## src/rtl/uart_word_transceiver.sv

```systemverilog
// Full-duplex UART that moves one DATA_W-bit word per serial frame.
// The TX and RX halves share only the clock and reset; each has its own FSM.
module uart_word_transceiver #(
    parameter int DATA_W       = 64,
    parameter int CLKS_PER_BIT = 16,
    parameter int PARITY_EN    = 0,
    parameter int PARITY_ODD   = 0,
    parameter int STOP_BITS    = 1
) (
    input  logic              clock,
    input  logic              reset,
    input  logic              tx_wr,
    input  logic [DATA_W-1:0] tx_data,
    output logic              UART_TX,
    output logic              tx_busy,
    output logic              tx_done,
    input  logic              UART_RX,
    output logic [DATA_W-1:0] rx_data,
    output logic              rx_done,
    output logic              rx_parity_err,
    output logic              rx_frame_err
);

    localparam int CNT_W = $clog2(CLKS_PER_BIT);
    localparam int BIT_W = (DATA_W > 1) ? $clog2(DATA_W) : 1;
    localparam logic [CNT_W-1:0] CNT_LAST  = CNT_W'(CLKS_PER_BIT - 1);
    localparam logic [CNT_W-1:0] CNT_HALF  = CNT_W'(CLKS_PER_BIT / 2 - 1);
    localparam logic [BIT_W-1:0] DATA_LAST = BIT_W'(DATA_W - 1);
    localparam logic [BIT_W-1:0] STOP_LAST = BIT_W'(STOP_BITS - 1);
    localparam logic             PAR_ODD   = (PARITY_ODD != 0);

    // ---------------- transmitter ----------------
    typedef enum logic [2:0] {TX_IDLE, TX_START, TX_DATA, TX_PARITY, TX_STOP} tx_state_t;

    tx_state_t         tx_state_reg, tx_state_next;
    logic [CNT_W-1:0]  tx_cnt_reg, tx_cnt_next;
    logic [BIT_W-1:0]  tx_bit_reg, tx_bit_next;
    logic [DATA_W-1:0] tx_shift_reg, tx_shift_next;
    logic [DATA_W-1:0] tx_shifted;
    logic              tx_par_reg, tx_par_next;
    logic              tx_line_reg, tx_line_next;
    logic              tx_bit_end;

    assign tx_shifted = tx_shift_reg >> 1;
    assign tx_bit_end = (tx_cnt_reg == CNT_LAST);

    always_ff @(posedge clock) begin
        if (reset) begin
            tx_state_reg <= TX_IDLE;
            tx_cnt_reg   <= '0;
            tx_bit_reg   <= '0;
            tx_shift_reg <= '0;
            tx_par_reg   <= 1'b0;
            tx_line_reg  <= 1'b1;
        end else begin
            tx_state_reg <= tx_state_next;
            tx_cnt_reg   <= tx_cnt_next;
            tx_bit_reg   <= tx_bit_next;
            tx_shift_reg <= tx_shift_next;
            tx_par_reg   <= tx_par_next;
            tx_line_reg  <= tx_line_next;
        end
    end

    // Line level for the next bit is computed here so UART_TX comes straight from a flop.
    always_comb begin
        tx_state_next = tx_state_reg;
        tx_cnt_next   = tx_cnt_reg;
        tx_bit_next   = tx_bit_reg;
        tx_shift_next = tx_shift_reg;
        tx_par_next   = tx_par_reg;
        tx_line_next  = tx_line_reg;
        tx_done       = 1'b0;
        case (tx_state_reg)
            TX_IDLE: begin
                if (tx_wr) begin
                    tx_state_next = TX_START;
                    tx_cnt_next   = '0;
                    tx_shift_next = tx_data;
                    tx_par_next   = (^tx_data) ^ PAR_ODD;
                    tx_line_next  = 1'b0;
                end
            end
            TX_START: begin
                if (tx_bit_end) begin
                    tx_cnt_next   = '0;
                    tx_bit_next   = '0;
                    tx_state_next = TX_DATA;
                    tx_line_next  = tx_shift_reg[0];
                end else begin
                    tx_cnt_next = tx_cnt_reg + 1'b1;
                end
            end
            TX_DATA: begin
                if (tx_bit_end) begin
                    tx_cnt_next   = '0;
                    tx_shift_next = tx_shifted;
                    if (tx_bit_reg == DATA_LAST) begin
                        tx_bit_next = '0;
                        if (PARITY_EN != 0) begin
                            tx_state_next = TX_PARITY;
                            tx_line_next  = tx_par_reg;
                        end else begin
                            tx_state_next = TX_STOP;
                            tx_line_next  = 1'b1;
                        end
                    end else begin
                        tx_bit_next  = tx_bit_reg + 1'b1;
                        tx_line_next = tx_shifted[0];
                    end
                end else begin
                    tx_cnt_next = tx_cnt_reg + 1'b1;
                end
            end
            TX_PARITY: begin
                if (tx_bit_end) begin
                    tx_cnt_next   = '0;
                    tx_bit_next   = '0;
                    tx_state_next = TX_STOP;
                    tx_line_next  = 1'b1;
                end else begin
                    tx_cnt_next = tx_cnt_reg + 1'b1;
                end
            end
            TX_STOP: begin
                if (tx_bit_end) begin
                    tx_cnt_next = '0;
                    if (tx_bit_reg == STOP_LAST) begin
                        tx_state_next = TX_IDLE;
                        tx_done       = 1'b1;
                    end else begin
                        tx_bit_next = tx_bit_reg + 1'b1;
                    end
                end else begin
                    tx_cnt_next = tx_cnt_reg + 1'b1;
                end
            end
            default: tx_state_next = TX_IDLE;
        endcase
    end

    assign UART_TX = tx_line_reg;
    assign tx_busy = (tx_state_reg != TX_IDLE);

    // ---------------- receiver ----------------
    typedef enum logic [2:0] {
        RX_IDLE, RX_START_CHK, RX_DATA, RX_PARITY, RX_STOP, RX_WAIT_HIGH
    } rx_state_t;

    logic              rx_meta_reg, rx_sync_reg;
    rx_state_t         rx_state_reg, rx_state_next;
    logic [CNT_W-1:0]  rx_cnt_reg, rx_cnt_next;
    logic [BIT_W-1:0]  rx_bit_reg, rx_bit_next;
    logic [DATA_W-1:0] rx_shift_reg, rx_shift_next;
    logic              rx_par_bit_reg, rx_par_bit_next;
    logic [DATA_W-1:0] rx_data_reg, rx_data_next;
    logic              rx_done_reg, rx_done_next;
    logic              rx_perr_reg, rx_perr_next;
    logic              rx_ferr_reg, rx_ferr_next;
    logic              rx_bit_end;
    logic              rx_par_bad;

    assign rx_bit_end = (rx_cnt_reg == CNT_LAST);
    assign rx_par_bad = (PARITY_EN != 0) && (rx_par_bit_reg != ((^rx_shift_reg) ^ PAR_ODD));

    always_ff @(posedge clock) begin
        if (reset) begin
            rx_meta_reg    <= 1'b1;
            rx_sync_reg    <= 1'b1;
            rx_state_reg   <= RX_IDLE;
            rx_cnt_reg     <= '0;
            rx_bit_reg     <= '0;
            rx_shift_reg   <= '0;
            rx_par_bit_reg <= 1'b0;
            rx_data_reg    <= '0;
            rx_done_reg    <= 1'b0;
            rx_perr_reg    <= 1'b0;
            rx_ferr_reg    <= 1'b0;
        end else begin
            rx_meta_reg    <= UART_RX;
            rx_sync_reg    <= rx_meta_reg;
            rx_state_reg   <= rx_state_next;
            rx_cnt_reg     <= rx_cnt_next;
            rx_bit_reg     <= rx_bit_next;
            rx_shift_reg   <= rx_shift_next;
            rx_par_bit_reg <= rx_par_bit_next;
            rx_data_reg    <= rx_data_next;
            rx_done_reg    <= rx_done_next;
            rx_perr_reg    <= rx_perr_next;
            rx_ferr_reg    <= rx_ferr_next;
        end
    end

    // Start is confirmed half a bit after the edge; every later sample is one full bit on.
    always_comb begin
        rx_state_next   = rx_state_reg;
        rx_cnt_next     = rx_cnt_reg;
        rx_bit_next     = rx_bit_reg;
        rx_shift_next   = rx_shift_reg;
        rx_par_bit_next = rx_par_bit_reg;
        rx_data_next    = rx_data_reg;
        rx_done_next    = 1'b0;
        rx_perr_next    = 1'b0;
        rx_ferr_next    = 1'b0;
        case (rx_state_reg)
            RX_IDLE: begin
                if (!rx_sync_reg) begin
                    rx_state_next = RX_START_CHK;
                    rx_cnt_next   = '0;
                end
            end
            RX_START_CHK: begin
                if (rx_cnt_reg == CNT_HALF) begin
                    rx_cnt_next   = '0;
                    rx_bit_next   = '0;
                    rx_state_next = rx_sync_reg ? RX_IDLE : RX_DATA;
                end else begin
                    rx_cnt_next = rx_cnt_reg + 1'b1;
                end
            end
            RX_DATA: begin
                if (rx_bit_end) begin
                    rx_cnt_next   = '0;
                    rx_shift_next = DATA_W'({rx_sync_reg, rx_shift_reg} >> 1);
                    if (rx_bit_reg == DATA_LAST) begin
                        rx_bit_next   = '0;
                        rx_state_next = (PARITY_EN != 0) ? RX_PARITY : RX_STOP;
                    end else begin
                        rx_bit_next = rx_bit_reg + 1'b1;
                    end
                end else begin
                    rx_cnt_next = rx_cnt_reg + 1'b1;
                end
            end
            RX_PARITY: begin
                if (rx_bit_end) begin
                    rx_cnt_next     = '0;
                    rx_par_bit_next = rx_sync_reg;
                    rx_state_next   = RX_STOP;
                end else begin
                    rx_cnt_next = rx_cnt_reg + 1'b1;
                end
            end
            RX_STOP: begin
                if (rx_bit_end) begin
                    rx_cnt_next  = '0;
                    rx_done_next = 1'b1;
                    rx_ferr_next = !rx_sync_reg;
                    rx_perr_next = rx_par_bad;
                    if (rx_sync_reg && !rx_par_bad) begin
                        rx_data_next = rx_shift_reg;
                    end
                    // A low stop bit may be a break; hold off until the line recovers.
                    rx_state_next = rx_sync_reg ? RX_IDLE : RX_WAIT_HIGH;
                end else begin
                    rx_cnt_next = rx_cnt_reg + 1'b1;
                end
            end
            RX_WAIT_HIGH: begin
                if (rx_sync_reg) begin
                    rx_state_next = RX_IDLE;
                end
            end
            default: rx_state_next = RX_IDLE;
        endcase
    end

    assign rx_data       = rx_data_reg;
    assign rx_done       = rx_done_reg;
    assign rx_parity_err = rx_perr_reg;
    assign rx_frame_err  = rx_ferr_reg;

endmodule

```

## config.mk

```make
export PLATFORM = sky130hd
export DESIGN_NAME = uart_word_transceiver
export DESIGN_NICKNAME = d
export VERILOG_FILES = /design/src/rtl/uart_word_transceiver.sv
export SDC_FILE = /design/constraint.sdc
export NUM_CORES = 1
export LEC_CHECK = 0
export ABC_AREA = 1
export BUFFER_PORTS_ARGS = -buffer_cell sky130_fd_sc_hd__buf_4
export CORE_MARGIN = 8
export CORE_UTILIZATION = 40
export CTS_CLUSTER_SIZE = 20
export DETAILED_ROUTE_END_ITERATION = 6
export SYNTH_ARGS = -nofsm -noshare
export SYNTH_HDL_FRONTEND = slang
export SYNTH_SLANG_ARGS = --single-unit
```

## constraint.sdc

```tcl
create_clock -name clock -period 2.3 [get_ports clock]
set_clock_uncertainty 0.2 [all_clocks]
set_input_delay 0.23 -clock clock [delete_from_list [all_inputs] [get_ports clock]]
set_output_delay 0.23 -clock clock [all_outputs]
set_load 0.02 [all_outputs]
```

==> results by group <==
Status
  • Outcome: complete, no violations

Clock network
  • H-tree depth: 1
  • Clock-pin slew on the worst setup and hold paths: 0.06 ns
  • Number of CTS-inserted buffers: 25
  • Clock Sinks: 223
  • Max clock buf depth: 3
  • CTS Root Cell: clkbuf_16
  • Clock Latency Late Sink: 0.50 ns
  • Post-CTS setup buffer count: 0
  • CTS tree: done

Hold path
  • Hold Path Class: reg -> reg

Pwr
  • Leakage: 4.69 nW
  • Max VDD drop: 0.518 mV
  • Pwr Density: 870 mW/mm^2

Synth
  • Synth Area per Inst: 7.49 um^2
  • Area leader, netlist: dfxtp_1
  • Synthesized Nets: 1242
  • Post-synth cell types: 31
  • Share of the synthesized area in the top cell type: 51.0%
  • Largest cells by area after synthesis: dfxtp_1 51%, nor2_1 12%, o21ai_0 8.6%, nand2_1 8.3%, a31oi_1 4.5%
  • Synth Warn #: 0
  • Mapped Cells: 1169
  • Sequential-to-total area share from yosys stat: 51.0%
  • Yosys reg bits: 223
  • Mapped Area: 0.00876 mm^2

Placement
  • Hpwl dp: 13600 um
  • IO buf count: 136
  • Global placement routability congestion: 0.812
  • Pre-CTS setup slack: 0.280 ns

Detailed routing
  • Initial DRC Count: 468
  • Drt total wl: 21400 um
  • Wire per inst: 13.1 um
  • Routed Antenna Nets: 0
  • Via density: 4.90
  • First-pass iteration count of the detailed router: 5
  • Total number of vias: 8005
  • DRC violations left: 0

Worst setup path
  • Critical path type: reg -> out
  • Slowest cell on crit path: dfxtp_1
  • Max FO, Critical Path: 6
  • Crit. End Element: primary output
  • CP bufs+invs: 2
  • Arr. time, crit path: 1.73 ns
  • Crit start category: register
  • CP max stage delay: 0.44 ns
  • Critical Path, Cell by Cell: inv_1, ha_1, nand2_1, nor2_1, nand2_1, nor2_1, buf_4
  • Worst Path Required: 1.87 ns
  • Delay-heaviest family, CP: flip-flops

GRT
  • Largest net degree at the start of global routing: 71
  • Global-route wire length before repair: 36500 um
  • Grt ovf: 0
  • Antenna violations before repair: 0
  • Vias in the first global route: 7495
  • GRT Total Usage: 15.7%

STA
  • RSZ-0062 raised after global routing: false
  • Relative slew slack: 64.5%
  • Final Max Tran Viols: 0
  • Final setup violating endpoints: 0
  • Final worst path period need: 2.16 ns
  • Final Hold Viols: 0
  • Fin crit share: 93.8%
  • Slew @ Worst Pin: 0.526 ns
  • Setup tns final: 0 ns
  • PnR worst setup slack: 0.143 ns
  • Fmax: 464 MHz

Die
  • Die ar.: 0.0269 mm^2
  • Starting density of the core: 40.4%
  • # rows: 54
  • Core area: 0.0217 mm^2
  • Die extent in x: 164 um
  • I/O pin cnt: 138
  • Chip Height: 164 um

Cells and area
  • Antenna cells: 0
  • Share of cells above drive strength 1: 15.8%
  • Most common cell after layout, fill and taps aside: nor2_1
  • # nets final: 1413
  • Layout area overhead: 31.3%
  • Commonest non-fill, non-tap cells in the layout: 288 x nor2_1, 223 x dfxtp_1, 193 x nand2_1
  • Fillers: 2079

Run
  • Max Cap Viol: 0
layer usage:
| layer | part of all wire, % | GRT usage, % |
|---|---|---|
| met1 | 49 | 21.7 |
| met2 | 43 | 24.5 |
| met3 | 6.4 | 3.56 |
| met4 | 1.4 | 3.60 |
| met5 | 0 | 0 |
power breakdown:
group / internal [mW] / leakage, nW / switching (mW)
Combinational: 0.642 / 2.48 / 0.942
Clock: 2.46 / 0.403 / 1.52
Sequential: 4.23 / 1.81 / 0.215
Total: 7.34 / 4.69 / 2.67
through the flow:
step                utilization (%)  hold WS, ns  instances  total power [mW]  area (um^2)
CTS                            53.0        0.212       1635              10.1        11500
global route                   53.0        0.215       1635              10.5        11500
global placement               46.0        0.193       1525              5.99         9980
floorplan                         -        0.134       1169              5.58         8760
detailed placement             46.0        0.198       1525              6.01         9980
finish                         53.0        0.207       1635              10.0        11500
synth_stat cells (all sizes together):
cell,instances
clkbuf,36
buf,45
or2,3
a211oi,2
inv,35
xor2,5
nand4,5
nand3,22
ha,5
nor4,1
a21oi,24
dfxtp,223
a31oi,63
nor3,3
o211a,1
o21a,1
nor2,293
o21ai,208
conb,1
nand2,193
worst paths after layout:
path	startpoint	slack [ns]	cells after the start	end
setup / recovery	tx_bit_reg[0]	0.14	7	tx_done
hold / removal	rx_meta_reg	0.21	1	rx_sync_reg
setup reg to reg	tx_cnt_reg[0]	0.27	6	tx_shift_reg[18]
hold reg to reg	rx_meta_reg	0.21	1	rx_sync_reg
cell families (layout without fill, tap and decap cells):
group                      after synthesis  in the layout  synth area share [%]
other                                    1              1                0.0428
buffers and inverters                  116            302                  6.31
and+or+nand+nor                        520            520                  23.2
xor gates and xnor gates                 5              5                 0.500
AOI/OAI and AO/OA                      299            299                  18.3
DFF                                    223            223                  51.0
adders and majority gates                5              5                 0.714
cell type report:
class | count | area [um^2] | area share, %
timing repair buffer | 225 | 1960 | 17.0
inverter | 35 | 134 | 1.16
clock buffer | 37 | 751 | 6.53
tap | 280 | 350 | 3.05
multi-input combinational | 830 | 3760 | 32.7
clock inverter | 5 | 80.1 | 0.696
sequential | 223 | 4460 | 38.8
what timing repair did:
action / in CTS / in global routing
endpoints found under the hold margin: 82 / 0
gates resized for setup: 0 / 1
endpoints found under the setup margin: 0 / 1
hold buffers: 68 / 0
Power figures use the tool's default switching activity.
